[config.mk]
export PLATFORM = sky130hd
export DESIGN_NAME = fp_multiplier_flat
export DESIGN_NICKNAME = d
export VERILOG_FILES = /design/src/rtl/fixed_point_pkg.sv /design/src/rtl/fp_multiplier_if.sv /design/src/rtl/fp_multiplier.sv /design/src/flat_wrapper.sv
export SDC_FILE = /design/constraint.sdc
export NUM_CORES = 1
export LEC_CHECK = 0
export BUFFER_PORTS_ARGS = -buffer_cell sky130_fd_sc_hd__buf_2
export CAP_MARGIN = 20
export CORE_MARGIN = 2
export CORE_UTILIZATION = 55
export CTS_CLUSTER_SIZE = 20
export DETAILED_ROUTE_END_ITERATION = 12
export PLACE_DENSITY = 0.75
export SLEW_MARGIN = 0
export SYNTH_ARGS = -nofsm -noshare
export SYNTH_HDL_FRONTEND = slang
export SYNTH_SLANG_ARGS = --single-unit
[constraint.sdc]
create_clock -name clk -period 3.3 [get_ports clk]
set_input_delay 0.495 -clock clk [delete_from_list [all_inputs] [get_ports clk]]
set_output_delay 0.495 -clock clk [all_outputs]
set_load 0.05 [all_outputs]
[src/rtl/fixed_point_pkg.sv]
// Shared Q-format parameters and saturation bounds for the fixed-point
// multicycle arithmetic blocks (multiplier and divider).
package fixed_point_pkg;

    parameter int unsigned FP_WIDTH = 32;
    parameter int unsigned FP_FBITS = 16;

    // Largest positive value representable in a w-bit two's complement word.
    function automatic logic [63:0] fp_max_pos(input int unsigned w);
        return (64'd1 << (w - 32'd1)) - 64'd1;
    endfunction

    // Magnitude of the most negative value representable in a w-bit word.
    function automatic logic [63:0] fp_min_neg_mag(input int unsigned w);
        return 64'd1 << (w - 32'd1);
    endfunction

    localparam logic [FP_WIDTH-1:0] FP_ONE     = FP_WIDTH'(64'd1 << FP_FBITS);
    localparam logic [FP_WIDTH-1:0] FP_MAX_POS = FP_WIDTH'(fp_max_pos(FP_WIDTH));
    localparam logic [FP_WIDTH-1:0] FP_MIN_NEG = FP_WIDTH'(fp_min_neg_mag(FP_WIDTH));

endpackage

[src/rtl/fp_multiplier_if.sv]
// Start/done request bus shared by the multicycle ALU blocks.
interface fp_multiplier_if
    import fixed_point_pkg::*;
#(
    parameter int unsigned WIDTH = FP_WIDTH
) ();
    logic [WIDTH-1:0] a;
    logic [WIDTH-1:0] b;
    logic             start;
    logic [WIDTH-1:0] y;
    logic             done;
    logic             overflow;

    modport master (output a, output b, output start, input y, input done, input overflow);
    modport slave  (input a, input b, input start, output y, output done, output overflow);
endinterface

[src/rtl/fp_multiplier.sv]
// Sequential signed fixed-point multiplier: sign-magnitude shift-add over
// WIDTH cycles, truncation toward zero, saturation on overflow.
module fp_multiplier
    import fixed_point_pkg::*;
#(
    parameter int unsigned WIDTH = FP_WIDTH,
    parameter int unsigned FBITS = FP_FBITS
) (
    input logic            clk,
    input logic            reset,
    fp_multiplier_if.slave bus
);
    localparam int unsigned PW = 2 * WIDTH;
    localparam int unsigned MW = PW - FBITS;
    localparam int unsigned CW = $clog2(WIDTH);

    localparam logic [MW-1:0]    POS_BOUND = MW'(fp_max_pos(WIDTH));
    localparam logic [MW-1:0]    NEG_BOUND = MW'(fp_min_neg_mag(WIDTH));
    localparam logic [WIDTH-1:0] SAT_POS   = WIDTH'(fp_max_pos(WIDTH));
    localparam logic [WIDTH-1:0] SAT_NEG   = WIDTH'(fp_min_neg_mag(WIDTH));

    typedef enum logic [1:0] {
        IDLE = 2'd0,
        CALC = 2'd1,
        SIGN = 2'd2,
        DONE = 2'd3
    } state_e;

    state_e           state_q, state_d;
    logic [PW-1:0]    mcand_q, mcand_d;
    logic [WIDTH-1:0] mplier_q, mplier_d;
    logic [PW-1:0]    acc_q, acc_d;
    logic [CW-1:0]    cnt_q, cnt_d;
    logic             sign_q, sign_d;
    logic [WIDTH-1:0] y_q, y_d;
    logic             done_q, done_d;
    logic             ovf_q, ovf_d;

    logic [WIDTH-1:0] a_abs_s;
    logic [WIDTH-1:0] b_abs_s;
    logic [MW-1:0]    mag_s;

    // Magnitudes are WIDTH-bit unsigned, so the most negative operand keeps its full magnitude.
    assign a_abs_s = bus.a[WIDTH-1] ? (~bus.a + WIDTH'(1)) : bus.a;
    assign b_abs_s = bus.b[WIDTH-1] ? (~bus.b + WIDTH'(1)) : bus.b;
    assign mag_s   = acc_q[PW-1:FBITS];

    // Next-state and datapath control.
    always_comb begin
        state_d  = state_q;
        mcand_d  = mcand_q;
        mplier_d = mplier_q;
        acc_d    = acc_q;
        cnt_d    = cnt_q;
        sign_d   = sign_q;
        y_d      = y_q;
        ovf_d    = ovf_q;
        done_d   = 1'b0;

        case (state_q)
            IDLE: begin
                if (bus.start) begin
                    if ((bus.a != WIDTH'(0)) && (bus.b != WIDTH'(0))) begin
                        mcand_d  = {{WIDTH{1'b0}}, a_abs_s};
                        mplier_d = b_abs_s;
                        sign_d   = bus.a[WIDTH-1] ^ bus.b[WIDTH-1];
                        acc_d    = '0;
                        cnt_d    = '0;
                        state_d  = CALC;
                    end else begin
                        y_d     = '0;
                        ovf_d   = 1'b0;
                        done_d  = 1'b1;
                        state_d = IDLE;
                    end
                end else begin
                    state_d = IDLE;
                end
            end
            CALC: begin
                if (mplier_q[0]) begin
                    acc_d = acc_q + mcand_q;
                end else begin
                    acc_d = acc_q;
                end
                mcand_d  = mcand_q << 1;
                mplier_d = mplier_q >> 1;
                cnt_d    = cnt_q + CW'(1);
                if (cnt_q == CW'(WIDTH - 1)) begin
                    state_d = SIGN;
                end else begin
                    state_d = CALC;
                end
            end
            SIGN: begin
                if (!sign_q && (mag_s > POS_BOUND)) begin
                    y_d   = SAT_POS;
                    ovf_d = 1'b1;
                end else if (sign_q && (mag_s > NEG_BOUND)) begin
                    y_d   = SAT_NEG;
                    ovf_d = 1'b1;
                end else begin
                    y_d   = sign_q ? (WIDTH'(0) - mag_s[WIDTH-1:0]) : mag_s[WIDTH-1:0];
                    ovf_d = 1'b0;
                end
                state_d = DONE;
            end
            DONE: begin
                done_d  = 1'b1;
                state_d = IDLE;
            end
            default: begin
                state_d = IDLE;
            end
        endcase
    end

    // State and datapath registers with synchronous reset.
    always_ff @(posedge clk) begin
        if (reset) begin
            state_q  <= IDLE;
            mcand_q  <= '0;
            mplier_q <= '0;
            acc_q    <= '0;
            cnt_q    <= '0;
            sign_q   <= 1'b0;
            y_q      <= '0;
            done_q   <= 1'b0;
            ovf_q    <= 1'b0;
        end else begin
            state_q  <= state_d;
            mcand_q  <= mcand_d;
            mplier_q <= mplier_d;
            acc_q    <= acc_d;
            cnt_q    <= cnt_d;
            sign_q   <= sign_d;
            y_q      <= y_d;
            done_q   <= done_d;
            ovf_q    <= ovf_d;
        end
    end

    assign bus.y        = y_q;
    assign bus.done     = done_q;
    assign bus.overflow = ovf_q;

endmodule

[src/flat_wrapper.sv]
// flat-port wrapper written by rule: the top's interface ports become plain ports
module fp_multiplier_flat import fixed_point_pkg::*;
#(
    parameter int unsigned WIDTH = FP_WIDTH,
    parameter int unsigned FBITS = FP_FBITS
)
  (clk, reset, bus_a, bus_b, bus_start, bus_y, bus_done, bus_overflow);
  fp_multiplier_if #(.WIDTH(WIDTH)) bus_i ();
  input logic clk;
  input logic reset;
  input wire logic [$bits(bus_i.a)-1:0] bus_a;
  input wire logic [$bits(bus_i.b)-1:0] bus_b;
  input wire logic [$bits(bus_i.start)-1:0] bus_start;
  output wire logic [$bits(bus_i.y)-1:0] bus_y;
  output wire logic [$bits(bus_i.done)-1:0] bus_done;
  output wire logic [$bits(bus_i.overflow)-1:0] bus_overflow;
  assign bus_i.a = bus_a;
  assign bus_i.b = bus_b;
  assign bus_i.start = bus_start;
  assign bus_y = bus_i.y;
  assign bus_done = bus_i.done;
  assign bus_overflow = bus_i.overflow;
  fp_multiplier #(.WIDTH(WIDTH), .FBITS(FBITS)) u_core (.clk(clk), .reset(reset), .bus(bus_i));
endmodule
==> results of run 1 <==
==> routing by layer <==
metal / vias up / GRT usage, % / part of all wire [%] / wire [um]
met5: - / 0 / 0 / 0
met4: 0 / 6.45 / 1.8 / 628
met3: 45 / 3.74 / 6.8 / 2400
met2: 404 / 44.0 / 44 / 15800
met1: 6082 / 37.7 / 47 / 16700
li1: 6670 / - / - / -
==> where the power goes <==
group | internal, uW | switching (uW)
clock network | 1470 | 1020
logic | 401 | 587
registers | 2510 | 61.2
total | 4380 | 1660
==> flip-flops by register name (all words and copies together), names as in the netlist, named ones only <==
register / flops
u_core.cnt_q: 5
u_core.bus.y: 32
u_core.mplier_q: 32
u_core.state_q: 1
u_core.mcand_q: 64
u_core.bus.done: 1
u_core.bus.overflow: 1
u_core.sign_q: 1
u_core.acc_q: 64
==> cell usage after synthesis, types with 17 or more instances <==
| master | instances | area share [%] |
|---|---|---|
| nand2_1 | 324 | 9.2 |
| dfxtp_1 | 202 | 31 |
| a21oi_1 | 186 | 7.1 |
| o21ai_0 | 183 | 6.9 |
| xor2_1 | 100 | 6.6 |
| nor2_1 | 93 | 2.6 |
| clkbuf_1 | 92 | 2.6 |
| ha_1 | 72 | 6.8 |
| nand3_1 | 54 | 2.0 |
| xnor2_1 | 49 | 3.3 |
| a21o_1 | 36 | 2.0 |
| a22o_1 | 31 | 2.1 |
| o31ai_1 | 30 | 1.7 |
| inv_1 | 28 | 0.80 |
| nor3_1 | 28 | 1.1 |
| a22oi_1 | 27 | 1.5 |
| or3_1 | 21 | 1.0 |
| nand4_1 | 17 | 0.81 |
==> path summary, 6_finish.rpt <==
path	slack, ps	to	startpoint	cells past startpoint
worst max-delay path	-230	u_core.bus.y[29]$_SDFFE_PP0P_	u_core.acc_q[22]$_SDFFE_PP0P_	10
worst min-delay path	290	u_core.mcand_q[0]$_SDFFE_PP0P_	bus_a[0]	3
worst max register to register	-230	u_core.bus.y[29]$_SDFFE_PP0P_	u_core.acc_q[22]$_SDFFE_PP0P_	10
worst min register to register	450	u_core.mplier_q[11]$_SDFFE_PP0P_	u_core.mplier_q[11]$_SDFFE_PP0P_	2
==> worst max-delay path, cell delays in order, from the launching register on <==
cell     delay (ps)
dfxtp_2         320
or4_4           530
or4_4           530
or4_4           440
or4_4           430
or3_4           350
or2_4           250
o21ai_2         120
xor2_1          160
o21ai_1          70
a22o_1          210
==> layout make-up <==
type | instances | area, um2
flip-flops and latches | 202 | 4050
multi-input cells | 1430 | 8920
clock inverters | 5 | 57.6
inverters | 28 | 105
well taps | 319 | 399
fillers | 2004 | 7460
repair buffers | 259 | 1880
clock buffers | 33 | 663
diodes | 2 | 5.00
==> cells by family after synthesis <==
| kind of cell | Yosys count |
|---|---|
| AND/OR/NAND/NOR | 614 |
| AO/OA/AOI/OAI | 589 |
| flip-flops | 202 |
| XOR/XNOR | 149 |
| buffers and inverters | 140 |
| adder cells (fa/ha/maj) | 73 |
| multiplexers | 5 |
==> per-stage QoR <==
| step | setup WS, ps | hold WS (ps) | instance area, um2 | utilization, % |
|---|---|---|---|---|
| after global routing | -330 | 321 | 16100 | 68.3 |
| final | -226 | 288 | 16100 | 68.3 |
| after floorplan | -253 | 432 | 13300 | - |
| after CTS | -205 | 278 | 15900 | 67.7 |
| after detailed placement | -296 | 432 | 15100 | 64.1 |
| after global placement | -264 | 419 | 15100 | 64.1 |
==> what timing repair did <==
item / 4_1_cts / 5_1_grt
buffers inserted: 6 / 1
pin swaps: 13 / 8
resized for setup: 36 / 31
setup endpoints to repair: 43 / 55
==> summary.txt, run 1 <==
Finish
  • Most frequent cells in the layout: nand2_1 (323), dfxtp_1 (199), a21oi_1 (182), o21ai_0 (165), buf_4 (144)
  • Final net count: 2,084
  • Most frequent standard cell in the layout excluding fill and tap cells: nand2_1
  • Area delta synth->final: 21.9%
  • Share of layout cells above drive strength 1: 18.5%
  • Fin cells: 2,278

Setup path
  • WS Path Type: reg -> reg
  • CP endpoint kind: flop
  • CP max FO: 3
  • Startpoint Class: flop
  • Worst path required time: 3700 ps
  • Arrival time at the worst endpoint: 3920 ps

Route
  • Via count: 13,200
  • Vias per inst: 5.79
  • Routed wire per std cell: 15.6 um
  • DR iter-0 viols: 997
  • Post-Route WL: 35.5 mm
  • Residual DRC count: 0
  • First drt pass iteration count: 6
  • Antenna viol nets, final: 0

CTS
  • H-tree levels: 1
  • Clock sink count: 202
  • CTS tree: built
  • Clock latency on the worst-skew pair: 520 ps
  • Clock-pin slew on the worst setup and hold paths: 60 ps
  • Cts hold-fix bufs: 0
  • Num CTS Buffers: 23
  • Root buffer cell: clkbuf_16
  • Longest Clk Path Bufs: 3

Placement
  • HPWL after detailed placement: 26.1 mm
  • IO buf count: 100
  • GP Congestion: 0.955
  • Placed Instances: 2,231

STA
  • Period utilization: 107%
  • Worst Skew: 17.6 ps
  • Fin crit period: 3530 ps
  • RSZ-0062 raised after global routing: yes
  • Final TNS setup: -716 ps
  • Worst-Margin Slew: 727 ps
  • Fmax: 0.284 GHz
  • Final slew viol count: 0
  • Fin worst setup slack: -226 ps
  • Max_slew headroom: 51.4%
  • Fin. Hold Viols: 0
  • Final setup vio count: 6

Floorplan
  • Die Span Y: 159 um
  • Row count: 56
  • Core area: 23,500 um2
  • # IOs: 101
  • Initial Utilization: 56.1%
  • Die X: 159 um
  • Die Area: 25,300 um2

Synthesis
  • Synth Flop Type: dfxtp_1
  • Seq cells post-synth: 202
  • Synthesized Nets: 1,912
  • Unique masters post-synth: 65
  • Post-synthesis sequential area ratio: 30.6%
  • Post-synth EDFFs: 0
  • Synth Instances: 1,772
  • Mean Syn Cell Area: 7.45 um2
  • Adder-cell share of the synthesized area: 6.98%
  • Synth Area in XOR/XNOR: 9.89%
  • Simple-gate share of the synthesized area: 20.9%
  • Largest family of logic cells by synthesized area: compound AO/OA/AOI/OAI gates
  • Mux cell area share after synthesis: 0.379%
  • Compound-cell area share of the yosys netlist: 27.1%
  • Ys Warns: 0
  • FFs w/ async S/R, synth: 0%
  • Mapped Area: 13,200 um2

Global route
  • GRT overflow: 0
  • Vias in the first global route: 12,100
  • Largest net degree at the start of global routing: 76
  • Initial antenna violation count: 2
  • GRT Total Usage: 26.9%
  • First-pass GRT wire length: 58.5 mm

Outcome
  • Status: finished, violations left
  • Failing checks: negative setup slack

Power and ir drop
  • Total Power: 6040 uW
  • Max IR drop VDD: 0.365 mV
  • Pwr per Cell Area: 376 nW/um2
  • Static leakage: 0.00675 uW

Worst hold path
  • Min-Delay Path Class: in -> reg

Run
  • Max Cap Violations: 0
Note: power is estimated with default switching activity, not from simulation.
==> run 2, diff against run 1 <==
Settings changed: CORE_MARGIN 2 to default.
==> summary.txt, run 2 (same netlist as run 1, synthesis figures left out) <==
Route
  • First drt pass iteration count: 5
  • DR iter-0 viols: 1,118
  • Vias per inst: 5.77
  • Residual DRC count: 0
  • Routed wire per std cell: 15.5 um
  • Antenna viol nets, final: 0
  • Via count: 13,200
  • Post-Route WL: 35.5 mm

Global route
  • Initial antenna violation count: 0
  • GRT overflow: 0
  • Vias in the first global route: 12,300
  • Largest net degree at the start of global routing: 81
  • GRT Total Usage: 29.1%
  • First-pass GRT wire length: 59.0 mm

Finish
  • Area delta synth->final: 22.8%
  • Fin cells: 2,294
  • Share of layout cells above drive strength 1: 18.8%
  • Biggest regs: u_core.acc_q (64), u_core.mcand_q (64)
  • Multi-input logic area: 8880 um2
  • Final net count: 2,101
  • Most frequent cells in the layout: nand2_1 (323), dfxtp_1 (199), a21oi_1 (184), o21ai_0 (172), buf_4 (164)
  • N_diodes: 0
  • Most frequent standard cell in the layout excluding fill and tap cells: nand2_1
  • Register area: 4050 um2
  • Number of fill cells in the layout: 1,957

STA
  • Period utilization: 104%
  • RSZ-0062 raised after global routing: yes
  • Worst Skew: 10.2 ps
  • Fin worst setup slack: -148 ps
  • Final setup vio count: 3
  • Fin. Hold Viols: 0
  • Max_slew headroom: 50.5%
  • Fmax: 0.290 GHz
  • Worst-Margin Slew: 743 ps
  • Fin crit period: 3450 ps
  • Final TNS setup: -385 ps
  • Final slew viol count: 0

CTS
  • CTS tree: built
  • Clock latency on the worst-skew pair: 510 ps
  • H-tree levels: 1
  • Longest Clk Path Bufs: 3
  • Root buffer cell: clkbuf_16
  • Num CTS Buffers: 23
  • Clock sink count: 202
  • Clock-pin slew on the worst setup and hold paths: 60 ps

Placement
  • HPWL after detailed placement: 26.0 mm
  • Placed Instances: 2,254
  • GP Congestion: 0.941
  • IO buf count: 100
  • Dpl ws: -318 ps

Floorplan
  • # IOs: 101
  • Die Span Y: 157 um
  • Core area: 23,500 um2
  • Initial Utilization: 56.2%
  • Row count: 56
  • Die Area: 24,600 um2
  • Die X: 157 um

Outcome
  • Failing checks: negative setup slack
  • Status: finished, violations left

Setup path
  • Worst path required time: 3700 ps
  • Worst reg2reg path depth: 10
  • R2R Setup Slk: -150 ps
  • CP endpoint kind: flop
  • Startpoint Class: flop
  • Crit path top cell by count: or4_4
  • CP max FO: 2
  • R2R Path End: u_core.bus.y[27]$_SDFFE_PP0P_
  • FF-to-FF Start: u_core.acc_q[22]$_SDFFE_PP0P_
  • Worst path slowest cell: or4_4
  • Crit-path cells: or4_4 > or4_4 > or4_4 > or4_4 > or3_4 > buf_4 > o31ai_4 > xor2_1 > o21ai_1 > a22o_1
  • Arrival time at the worst endpoint: 3850 ps
  • WS Path Type: reg -> reg
  • Largest stage delay, worst path: 530 ps

Worst hold path
  • Hold Path Cell Cnt: 3
  • Worst Hold Path EP: u_core.mcand_q[0]$_SDFFE_PP0P_
  • Min-Delay Path Class: in -> reg
  • Worst Hold Launch: bus_a[0]

Run
  • Max Cap Violations: 0

Power and ir drop
  • Total Power: 6250 uW
  • Pwr per Cell Area: 385 nW/um2
  • Static leakage: 0.00685 uW
  • Max IR drop VDD: 0.314 mV
[run 2: cell types whose count changed in the layout (fill, tap and decap cells not counted), moves of 3 or more]
cell       previous run  this run
clkbuf_1              5         1
buf_4               144       164
o21ai_0             165       172
o21ai_2               6         3
bufinv_16             1         4
clkinv_2              2         5
o21ai_1              14        10
buf_12               14        11
[run 2: through the flow]
step / util [%] / cell area, um2 / hold WS [ps]
2_1_floorplan: - / 13300 / 432
3_3_place_gp: 64.8 / 15200 / 423
3_5_place_dp: 64.8 / 15200 / 432
4_1_cts: 68.6 / 16100 / 265
5_1_grt: 69.1 / 16200 / 296
6_report: 69.1 / 16200 / 278
[run 2: metal layers]
metal  GRT usage, %  up-vias  share of wire, %
met2           48.7      373                46
li1               -     6718                 -
met3           3.77       53               5.4
met5              0        -                 0
met1           39.4     6086                47
met4           7.38        0               2.1
[run 2: report_power, final]
part           internal (uW)  leakage (uW)  switching [uW]  total (uW)
clock network           1690      0.000401            1010        2700
logic                    391       0.00481             589         980
registers               2510       0.00164            56.6        2570
total                   4600       0.00685            1650        6250
[run 2: final cells by class]
cell class / count / share of cell area (%)
Multi-Input combinational cell: 1430 / 54.8
Sequential cell: 202 / 25.0
Timing Repair Buffer: 276 / 12.2
Clock buffer: 29 / 4.00
Tap cell: 319 / 2.46
Clock inverter: 10 / 0.949
Inverter: 28 / 0.648
[run 2: what timing repair did]
item	in CTS	in global routing
buffers inserted	1	0
setup endpoints to repair	24	49
hold buffers	0	0
gates resized for setup	21	28
pin swaps	9	17
[run 2: worst max-delay path by stage]
stage                                   from                             to  slack [ps]  cells past startpoint
2_1_floorplan  u_core.acc_q[22]$_SDFFE_PP0P_  u_core.bus.y[29]$_SDFFE_PP0P_        -250                     11
3_3_place_gp                       bus_b[14]   u_core.bus.y[0]$_SDFFE_PP0P_        -260                     10
3_5_place_dp                       bus_a[13]   u_core.bus.y[5]$_SDFFE_PP0P_        -320                     11
4_1_cts        u_core.acc_q[22]$_SDFFE_PP0P_  u_core.bus.y[29]$_SDFFE_PP0P_        -170                     10
5_1_grt        u_core.acc_q[22]$_SDFFE_PP0P_  u_core.bus.y[29]$_SDFFE_PP0P_        -230                     10
6_report       u_core.acc_q[22]$_SDFFE_PP0P_  u_core.bus.y[27]$_SDFFE_PP0P_        -150                     10
[run 2: critical path, delay by kind of cell (launching register included)]
kind                      cells  cell delay [ps]
xor gates and xnor gates      1              210
buffers and inverters         1              160
AOI/OAI and AO/OA             3              450
and+or+nand+nor               5             2210
DFF                           1              310
==> run 3, diff against run 2 <==
Settings changed: PLACE_DENSITY 0.75 to 0.72, REMOVE_ABC_BUFFERS from default to 1.
Clock period 3.3 ns to 3.2 ns, I/O delays scaled along.
==> summary.txt, run 3 (same netlist as run 1, synthesis figures left out) <==
Outcome
  • Status: finished, violations left
  • Failing checks: negative setup slack

CTS
  • CTS tree: built
  • Clock sink count: 202
  • Clock latency on the worst-skew pair: 530 ps
  • Longest Clk Path Bufs: 3
  • Cts hold-fix bufs: 0
  • Num CTS Buffers: 24
  • Root buffer cell: clkbuf_16
  • Clock-pin slew on the worst setup and hold paths: 60 ps
  • H-tree levels: 1

Global route
  • Vias in the first global route: 13,000
  • First-pass GRT wire length: 62.9 mm
  • GRT overflow: 0
  • GRT Total Usage: 31.4%
  • Initial antenna violation count: 2
  • Largest net degree at the start of global routing: 103

Route
  • Met2 routed WL: 18.9 mm
  • First drt pass iteration count: 6
  • Antenna viol nets, final: 0
  • Residual DRC count: 0
  • Via count: 14,100
  • Max Used Layer: met4
  • Vias per inst: 5.86
  • Metal1 wirelength: 17.6 mm
  • Routed wire per std cell: 16.7 um
  • Post-Route WL: 40.1 mm
  • Detail Route met3 WL: 2.49 mm
  • DR iter-0 viols: 1,036

Finish
  • Final Cell Area: 17,600 um2
  • Final net count: 2,203
  • Share of layout cells above drive strength 1: 26.1%
  • Area delta synth->final: 33.7%
  • Most frequent cells in the layout: nand2_1 (323), buf_4 (245), dfxtp_1 (195), a21oi_1 (177), o21ai_0 (126)
  • Biggest regs: u_core.acc_q (64), u_core.mcand_q (64)
  • Most frequent standard cell in the layout excluding fill and tap cells: nand2_1

STA
  • Worst Skew: 15.0 ps
  • Final slew viol count: 0
  • Worst-Margin Slew: 1020 ps
  • Period utilization: 109%
  • Final TNS setup: -4470 ps
  • Max_slew headroom: 31.9%
  • Final setup vio count: 43
  • Fin. Hold Viols: 0
  • Fmax: 0.288 GHz
  • Fin crit period: 3480 ps
  • Fin worst setup slack: -277 ps
  • RSZ-0062 raised after global routing: yes

Setup path
  • Worst path required time: 3620 ps
  • Crit-path cells: or4_4 > or4_4 > or4_4 > or4_4 > or3_4 > or2_4 > o21ai_2 > xor2_1 > o21ai_1 > a22o_1
  • Crit path top cell by count: or4_4
  • Worst path slowest cell: or4_4
  • CP endpoint kind: flop
  • CP max FO: 2
  • WS Path Type: reg -> reg
  • Arrival time at the worst endpoint: 3900 ps
  • Largest stage delay, worst path: 530 ps
  • Startpoint Class: flop

Floorplan
  • Row count: 56
  • Initial Utilization: 56.2%
  • Die Span Y: 157 um
  • # IOs: 101
  • Die Area: 24,600 um2
  • Core area: 23,500 um2
  • Die X: 157 um

Power and ir drop
  • Switching component of the power: 1870 uW
  • Sw frac: 27.2%
  • Internal: 5010 uW
  • Static leakage: 0.00752 uW
  • Comb power frac: 16.8%
  • Power share of the sequential group: 38.6%
  • Pwr per Cell Area: 390 nW/um2
  • Max IR drop VDD: 0.351 mV
  • Clk network pwr share: 44.7%

Placement
  • IO buf count: 100
  • HPWL after detailed placement: 27.3 mm
  • Dpl ws: -639 ps
  • Placed Area: 15,700 um2
  • GP Congestion: 0.960

Worst hold path
  • Min-Delay Path Class: in -> reg

Run
  • Max Cap Violations: 0
-- run 3: cell types whose count changed in the layout (fill, tap and decap cells not counted), sizes merged --
cell / previous run / this run
diode: 0 / 2
clkbuf: 29 / 34
bufinv: 4 / 5
buf: 276 / 376
-- run 3: worst paths after layout --
| check | startpoint | end | slack [ps] | depth (start not counted) |
|---|---|---|---|---|
| max | u_core.acc_q[22]$_SDFFE_PP0P_ | u_core.bus.y[29]$_SDFFE_PP0P_ | -280 | 10 |
| min | reset | u_core.mcand_q[60]$_SDFFE_PP0P_ | 190 | 2 |
| max reg2reg | u_core.acc_q[22]$_SDFFE_PP0P_ | u_core.bus.y[29]$_SDFFE_PP0P_ | -280 | 10 |
| min reg2reg | u_core.bus.overflow$_SDFFE_PP0P_ | u_core.bus.overflow$_SDFFE_PP0P_ | 430 | 2 |
-- run 3: worst max-delay path: cells and delay by family (launching register included) --
kind,cells,cell delay (ps)
XOR/XNOR,1,150
flip-flops,1,320
AND/OR/NAND/NOR,6,2510
AO/OA/AOI/OAI,3,390
-- run 3: timing repair --
item | 4_1_cts | 5_1_grt
setup endpoints to repair | 70 | 77
cloned | 2 | 2
gates resized for setup | 80 | 140
pin swaps | 30 | 67
buffers inserted | 17 | 22
-- run 3: per-layer routing --
metal / vias to the layer above / GRT usage (%)
met4: 0 / 11.1
met3: 89 / 4.85
met1: 6644 / 40.6
met2: 429 / 52.7
li1: 6908 / -
met5: - / 0
-- run 3: final cells by class --
class                           instances  area (um2)
Timing Repair Buffer                  377        2840
Sequential cell                       202        4050
Tap cell                              319         399
Clock buffer                           33         706
Clock inverter                         11         180
Fill cell                            1771        5830
Inverter                               28         105
Multi-Input combinational cell       1430        9360
Antenna cell                            2        5.00
-- run 3: stage by stage --
step                hold WS [ps]  total power, uW  instances  utilization, %
finish                       187             6880       2402            75.2
global route                 194             7130       2400            75.2
CTS                          167             6830       2385            72.6
detailed placement           426             3740       2324            66.8
global placement             419             3720       2324            66.8
floorplan                    425             3240       1660               -
-- run 3: power groups by stage --
stage	logic, uW	clock network [uW]	registers [uW]
final	1150	3080	2660
after detailed placement	1030	0	2700
after global placement	1010	0	2700
after floorplan	551	0	2690
after CTS	1080	3100	2650
after global routing	1260	3200	2660
